File: config.mk
export PLATFORM = sky130hd
export DESIGN_NAME = fp_wb_arbiter
export DESIGN_NICKNAME = d
export VERILOG_FILES = /design/src/rtl/fp_wb_arbiter.sv
export SDC_FILE = /design/constraint.sdc
export NUM_CORES = 1
export LEC_CHECK = 0
export CAP_MARGIN = 20
export CORE_ASPECT_RATIO = 0.75
export CORE_MARGIN = 2
export CORE_UTILIZATION = 57
export CTS_CLUSTER_SIZE = 14
export DETAILED_ROUTE_END_ITERATION = 8
export PLACE_DENSITY = 0.84
export SLEW_MARGIN = 10
export SYNTH_ARGS = -nofsm -noshare
export SYNTH_HDL_FRONTEND = slang
export SYNTH_SLANG_ARGS = --single-unit
File: constraint.sdc
create_clock -name clk -period 3.5 [get_ports clk]
set_input_delay 0.7 -clock clk [delete_from_list [all_inputs] [get_ports clk]]
set_output_delay 0.7 -clock clk [all_outputs]
set_load 0.03 [all_outputs]
File: src/rtl/fp_wb_arbiter.sv
// fp_wb_arbiter: write-side front end for the floating-point register file.
// Two FP producers (src0 = add/sub, src1 = mul) each push results into a
// small FIFO. A round-robin arbiter drains the FIFO heads onto the single
// registered write port of the register file, one write per cycle.
//
// Parameters:
//   DEPTH  - entries per source FIFO (power of two, >= 2)
//   DATA_W - result / register-file word width
//
// Ports:
//   clk, rst                 - clock, synchronous active-high reset
//   srcN_valid/ready         - producer handshake (ready = FIFO not full)
//   srcN_rd, srcN_data       - destination register and result
//   wr_enable/addr/data      - registered register-file write port
//   idle                     - both FIFOs empty and no write in flight
//
// Optional build macro FP_WB_STATS_EN adds saturating 16-bit counters:
//   wr_cnt0, wr_cnt1         - writes sourced from src0 / src1
//   stall_cnt                - cycles where any source is valid but not ready
module fp_wb_arbiter #(
   parameter int unsigned DEPTH  = 4,
   parameter int unsigned DATA_W = 32
) (
   input  logic              clk,
   input  logic              rst,
   input  logic              src0_valid,
   output logic              src0_ready,
   input  logic [4:0]        src0_rd,
   input  logic [DATA_W-1:0] src0_data,
   input  logic              src1_valid,
   output logic              src1_ready,
   input  logic [4:0]        src1_rd,
   input  logic [DATA_W-1:0] src1_data,
   output logic              wr_enable,
   output logic [4:0]        wr_addr,
   output logic [DATA_W-1:0] wr_data,
   output logic              idle
`ifdef FP_WB_STATS_EN
   ,
   output logic [15:0]       wr_cnt0,
   output logic [15:0]       wr_cnt1,
   output logic [15:0]       stall_cnt
`endif
);

   localparam int unsigned PTR_W = $clog2(DEPTH);
   localparam int unsigned CNT_W = PTR_W + 1;

   typedef enum logic {SRC0 = 1'b0, SRC1 = 1'b1} src_t;

   logic [1:0]        in_valid;
   logic [1:0]        in_ready;
   logic [1:0]        push;
   logic [1:0]        pop;
   logic [1:0]        not_empty;
   logic [4:0]        in_rd     [2];
   logic [DATA_W-1:0] in_data   [2];
   logic [4:0]        head_rd   [2];
   logic [DATA_W-1:0] head_data [2];
   src_t              last_grant;
   src_t              last_grant_next;

   assign in_valid   = {src1_valid, src0_valid};
   assign in_rd[0]   = src0_rd;
   assign in_rd[1]   = src1_rd;
   assign in_data[0] = src0_data;
   assign in_data[1] = src1_data;
   assign src0_ready = in_ready[0];
   assign src1_ready = in_ready[1];

   for (genvar s = 0; s < 2; s++) begin : g_fifo
      logic [4:0]        mem_rd   [DEPTH];
      logic [DATA_W-1:0] mem_data [DEPTH];
      logic [PTR_W-1:0]  wptr;
      logic [PTR_W-1:0]  rptr;
      logic [CNT_W-1:0]  count;

      // Ready depends on occupancy only: a full FIFO refuses even while popping.
      assign in_ready[s]  = (count < CNT_W'(DEPTH));
      // Writes to x0 complete the handshake but are never queued.
      assign push[s]      = in_valid[s] && in_ready[s] && (in_rd[s] != 5'd0);
      assign not_empty[s] = (count != '0);
      assign head_rd[s]   = mem_rd[rptr];
      assign head_data[s] = mem_data[rptr];

      always_ff @(posedge clk) begin
         if (push[s]) begin
            mem_rd[wptr]   <= in_rd[s];
            mem_data[wptr] <= in_data[s];
         end
      end

      // Pointers wrap naturally because DEPTH is a power of two.
      always_ff @(posedge clk) begin
         if (rst) begin
            wptr  <= '0;
            rptr  <= '0;
            count <= '0;
         end else begin
            if (push[s]) wptr <= wptr + PTR_W'(1);
            if (pop[s])  rptr <= rptr + PTR_W'(1);
            case ({push[s], pop[s]})
               2'b10:   count <= count + CNT_W'(1);
               2'b01:   count <= count - CNT_W'(1);
               default: ;
            endcase
         end
      end
   end

   always_ff @(posedge clk) begin
      if (rst) last_grant <= SRC1;
      else     last_grant <= last_grant_next;
   end

   // Round robin: on contention the source that did not win last time goes.
   always_comb begin
      pop             = '0;
      last_grant_next = last_grant;
      if (not_empty[0] && (!not_empty[1] || last_grant == SRC1)) begin
         pop[0]          = 1'b1;
         last_grant_next = SRC0;
      end else if (not_empty[1]) begin
         pop[1]          = 1'b1;
         last_grant_next = SRC1;
      end
   end

   always_ff @(posedge clk) begin
      if (rst) begin
         wr_enable <= 1'b0;
         wr_addr   <= '0;
         wr_data   <= '0;
      end else begin
         wr_enable <= |pop;
         if (pop[0]) begin
            wr_addr <= head_rd[0];
            wr_data <= head_data[0];
         end else if (pop[1]) begin
            wr_addr <= head_rd[1];
            wr_data <= head_data[1];
         end
      end
   end

   assign idle = !not_empty[0] && !not_empty[1] && !wr_enable;

`ifdef FP_WB_STATS_EN
   logic stall;

   assign stall = |(in_valid & ~in_ready);

   always_ff @(posedge clk) begin
      if (rst) begin
         wr_cnt0   <= '0;
         wr_cnt1   <= '0;
         stall_cnt <= '0;
      end else begin
         if (pop[0] && wr_cnt0 != '1)   wr_cnt0   <= wr_cnt0 + 16'd1;
         if (pop[1] && wr_cnt1 != '1)   wr_cnt1   <= wr_cnt1 + 16'd1;
         if (stall && stall_cnt != '1)  stall_cnt <= stall_cnt + 16'd1;
      end
   end
`endif

endmodule
* After elaboration in Yosys (flattened, before gate mapping)
Memory sizes are Yosys's and may differ from the RTL's. A register that Yosys moved wholly into a read port is not among the register bits.
Index checks and enable logic that the tools add are counted.
** Word-level totals
- Logic and storage cells :: 71
- Memory bits (writable) :: 296
- Flip-flop bits (word level) :: 53
- Output and inout port bits :: 41
- Memories kept :: 4
- Bits of input ports :: 78
** Memory list
- g_fifo[0].mem_data :: words 4, bits a word 32, rd ports 1, clocked after memory_dff 1, write ports 1, line 73 : logic [DATA_W-1:0] mem_data [DEPTH];
- g_fifo[1].mem_data :: words 4, bits a word 32, rd ports 1, clocked after memory_dff 1, write ports 1, line 73
- g_fifo[0].mem_rd :: words 4, bits a word 5, rd ports 1, clocked after memory_dff 1, write ports 1, line 72 : logic [4:0] mem_rd [DEPTH];
- g_fifo[1].mem_rd :: words 4, bits a word 5, rd ports 1, clocked after memory_dff 1, write ports 1, line 72
** Operators by class
- Reduce and logical (&&, ||, !) cells :: 20
- Multiplexer cells :: 23
- $add $sub $neg :: 8
- Equality and inequality tests :: 4
- Order comparisons :: 2
** Operators by type and width (count)
- $mux 32 :: 2
- $mux 2 :: 8
- $pmux 3 s2 :: 2
- $mux 5 :: 2
- $reduce_bool 5->1 :: 2
- $mux 1 :: 9
- $add 2x1->2 const B :: 4
- $reduce_bool 2->1 :: 4
- $logic_and 1x1->1 :: 7
- $add 3x1->3 const B :: 2
- $lt 3x3->1 const B :: 2
- $reduce_bool 3->1 :: 2
- $sub 3x1->3 const B :: 2
- $eq 2x1->1 const B :: 2
- $eq 2x2->1 const B :: 2
- $logic_not 1->1 :: 3
- $reduce_or 2->1 :: 1
- $logic_or 1x1->1 :: 1

* Logic depth before layout (Yosys ltp)
- Depth after elaboration :: 7
- Depth in mapped cells :: 11
- Gate-level depth less buffers :: 9

* Least setup slack after synthesis
Ideal clock, no wire load.
- Kind :: input -> register
- From :: input src0_rd[1]
- To :: register g_fifo[0].count[2]
- Path slack :: 791 ps
- Buffers on the path :: 0
- Data arrival time :: 2637 ps
- Cell stages on the path :: 9
- Cells stage by stage :: or3_1 > o311a_1 > inv_1 > ha_1 > inv_1 > fa_1 > xor2_1 > or3_1 > a21oi_1
** Between the ends
- Longest elaborated chain between the ends :: 4
- Elaborated cells on any way between the ends :: 6
- Classes of those cells :: 2 x eq/ne; 1 x mux; 3 x reduce/logical
** RTL lines
- start, declared :: line 28 : input logic [4:0] src0_rd,
- $reduce_bool 5->1 * :: line 81 : assign push[s] = in_valid[s] && in_ready[s] && (in_rd[s] != 5'd0);
- $logic_and 1x1->1 * :: line 81
- $eq 2x1->1 / $eq 2x2->1 (equally long branches) :: line 102 : case ({push[s], pop[s]})
- $pmux 3 s2 / $reduce_bool 2->1 (equally long branches)
- end signal, assigned :: line 103 : 2'b10: count <= count + CNT_W'(1);
- end signal, assigned :: line 104 : 2'b01: count <= count - CNT_W'(1);
- end, declared :: line 76 : logic [CNT_W-1:0] count;
Mark *: on every way between the ends. The rest lies on a longest branch, timed or not.
A chain may end at the register's enable or synchronous reset.

* Worst setup path after layout
- From :: register g_fifo[1].count[2]
- To :: output idle
** Between the ends
- Longest elaborated chain between the ends :: 4
** RTL lines
- start, declared :: line 76
- start signal, assigned :: line 103
- start signal, assigned :: line 104
- $reduce_bool 3->1 :: line 82 : assign not_empty[s] = (count != '0);
- $logic_not 1->1 :: line 146 : assign idle = !not_empty[0] && !not_empty[1] && !wr_enable;
- $logic_and 1x1->1 (2 in a row) :: line 146
- end, declared :: line 37 : output logic idle
Every way passes these cells.

==> summary.txt <==
Clock network
  – Clk_lat worst skew: 0.57 ns
  – CTS Buffer Depth: 3
  – Clock sinks: 353
  – Root Driver: clkbuf_16
  – H-tree lvl count: 1
  – CTS Buf Count: 31
  – Postcts setup bufs: 0
  – Clock Pin Slew Worst Setup and Hold Paths: 0.06 ns
  – # hold bufs at CTS: 0
  – CTS-repair resized insts: 0
  – CTS tree: done

GRT
  – Number of global-route vias before repair: 6,826
  – Met3 GRT Util: 4.393%
  – GRT Overall Usage: 22.84%
  – Overflow after GRT: 0
  – Antenna violations before repair: 0
  – Met2 Use GR: 37.34%
  – Largest net degree at the start of global routing: 38
  – Gr busiest metal: met2
  – Met1 usage: 32.25%
  – Global-route wire length before repair: 41,380 µm

STA
  – Fin crit period: 3.064 ns
  – Hold_ws: 0.4613 ns
  – Final period utilization: 87.53%
  – Transition time at the pin with the least slew margin: 1.096 ns
  – Max frequency: 0.3264 GHz
  – Final-report setup violation count: 0
  – Setup Skew: 0.01958 ns
  – Final hold viol count: 0
  – RSZ-0062 raised after global routing: false
  – Final Slew Violations: 0
  – Setup TNS: 0 ns
  – Slew margin rel.: 26.92%

Drt
  – Drt pass-1 iters: 6
  – Total Routed Length: 27,360 µm
  – Post-DR wirelength/cell: 25.33 µm
  – Vias per cell: 6.025
  – Initial DRC Count: 728
  – ANT nets after route: 0
  – DRC: 0
  – Via count: 6,507

Finish
  – Antenna Cells: 0
  – Share of cells above drive strength 1: 17.82%
  – Leading cell type in the layout, fill and taps excluded: edfxtp_1
  – Commonest non-fill, non-tap cells in the layout: 296 x edfxtp_1, 118 x clkdlybuf4s50_1, 74 x mux4_2
  – Area growth from synthesis to layout: 18.31%
  – Fin nets: 845

Worst setup path
  – Kind of critical path: flop to output port
  – Critical path fanouts, max: 5
  – Slowest CP cell: clkdlybuf4s50_1
  – CP required: 2.80 ns
  – CP Capture Type: output port
  – Peak per-stage delay on the critical path: 0.68 ns
  – CP arrival: 2.36 ns
  – Critical path, cell by cell: nor3_2 -> nand2_1 -> nor2_1 -> clkdlybuf4s50_1
  – Worst Setup Start Kind: flop

Floorplanning
  – Starting Density: 57.82%
  – Cell Rows: 48
  – Die area: 0.02446 mm²
  – Core box area: 0.02288 mm²
  – I/O pin count: 119
  – Die X-Extent: 179.9 µm
  – Chip height: 135.9 µm

Pwr
  – VDD IR max: 0.0005672 V
  – Power per Cell Area: 760.5 mW/mm²
  – Leak pwr: 5.146 nW

Synthesis
  – Syn Std Cell Area: 0.01323 mm²
  – Cell count after synthesis: 624
  – Unique masters post-synth: 34
  – Avg Synthesized Cell Area: 21.20 µm²
  – Register area share after synthesis: 75.80%
  – Largest family of logic cells by synthesized area: multiplexers
  – Seq cells post-synth: 353
  – Synth Area in Simple Gates: 1.551%
  – Mux contribution to synthesized area: 15.47%
  – Synth Area in Compound Gates: 3.215%
  – Yosys warns: 0
  – Post-Synth Adder-Cell Area: 1.248%
  – Syn Nets: 714
  – XOR/XNOR Fraction of Synth Area: 0.6619%

Worst hold path
  – Worst Hold Class: flop to flop

Outcome
  – Status: finished, final reports clean

Job
  – Maxcap violations: 0

Placed design
  – Detailed placement HPWL: 16,260 µm
  – Placer Congestion: 0.7187
  – Port-buffer cells: 118
## registers in the layout, summed over array words and instances (netlist names), named ones only
signal	count
g_fifo.mem_data	256
g_fifo.mem_rd	40
wr_data	32
g_fifo.count	6
wr_addr	5
g_fifo.rptr	4
g_fifo.wptr	4
last_grant	1
wr_enable	1
## routing by layer
| layer | share of wire (%) | wire [µm] |
|---|---|---|
| met4 | 2.5 | 684 |
| met1 | 42 | 11440 |
| met2 | 48 | 13080 |
| met3 | 7.9 | 2163 |
| met5 | 0 | 0 |
## kinds of logic after synthesis
group	count (synthesis)
simple gates	39
fa+ha+maj	12
mux	112
compound gates	52
xor+xnor	10
buf+inv	46
flops	353
## through the flow
stage | power, mW | area [µm²] | setup slack [ns] | util (%) | instances
2_1_floorplan | 7.789 | 13230 | 0.7908 | - | 624
3_3_place_gp | 8.597 | 14660 | 0.1905 | 64.06 | 1019
3_5_place_dp | 8.769 | 14660 | 0.08554 | 64.06 | 1019
4_1_cts | 11.96 | 15590 | 0.4399 | 68.15 | 1077
5_1_grt | 12.37 | 15650 | 0.3044 | 68.41 | 1080
6_report | 11.90 | 15650 | 0.4364 | 68.41 | 1080
## layout make-up
cell class                      count  area [µm²]
Clock buffer                       50       867.1
Clock inverter                      8       68.82
Fill cell                        1357        7228
Inverter                           17       63.81
Multi-Input combinational cell    225        2943
Sequential cell                   353       10040
Tap cell                          300       375.4
Timing Repair Buffer              127        1299
## cells in the mapped netlist
| master | instances | area share, % |
|---|---|---|
| or3_1 | 5 | 0.24 |
| or3_4 | 1 | 0.085 |
| fa_1 | 2 | 0.30 |
| nor3_2 | 1 | 0.076 |
| dfxtp_1 | 57 | 8.6 |
| nand3_1 | 1 | 0.038 |
| nor2_4 | 1 | 0.085 |
| nand2b_1 | 1 | 0.047 |
| buf_12 | 3 | 0.45 |
| and2_1 | 8 | 0.38 |
| o21ai_4 | 1 | 0.12 |
| ha_1 | 10 | 0.95 |
| clkbuf_1 | 5 | 0.14 |
| xnor2_1 | 3 | 0.20 |
| inv_2 | 1 | 0.028 |
| inv_1 | 16 | 0.45 |
| edfxtp_1 | 296 | 67 |
| buf_2 | 10 | 0.38 |
| o2bb2ai_1 | 36 | 2.4 |
| a211oi_1 | 1 | 0.057 |
| o21ai_0 | 3 | 0.11 |
| nand2_1 | 3 | 0.085 |
| o211ai_1 | 1 | 0.057 |
| o22ai_1 | 1 | 0.047 |
| buf_4 | 10 | 0.57 |
| buf_1 | 1 | 0.028 |
| a21oi_1 | 6 | 0.23 |
| nor3_1 | 1 | 0.038 |
| o311a_1 | 2 | 0.15 |
| mux2i_1 | 38 | 2.9 |
| xor2_1 | 7 | 0.46 |
| nor2_1 | 17 | 0.48 |
| o31ai_1 | 1 | 0.057 |
| mux4_2 | 74 | 13 |
## critical path: cells and delay by family (launching register included)
family                 cells  cell delay [ns]
DFF                        1             0.35
buffers and inverters      1             0.68
and+or+nand+nor            3             0.78
## final timing paths
path / depth (start not counted) / slack, ns / to / from
worst max-delay path: 4 / 0.44 / idle / g_fifo[1].count[2]
worst min register to register: 1 / 0.46 / wr_data[10] / wr_data[10]
worst min-delay path: 1 / 0.46 / wr_data[10] / wr_data[10]
worst max register to register: 9 / 1.17 / g_fifo[1].count[2] / g_fifo[0].count[2]
## power breakdown
part,internal (mW),switching (mW)
sequential,5.23,0.485
combinational,1.44,1.58
clock,1.76,1.42
Power figures use the tool's default switching activity.
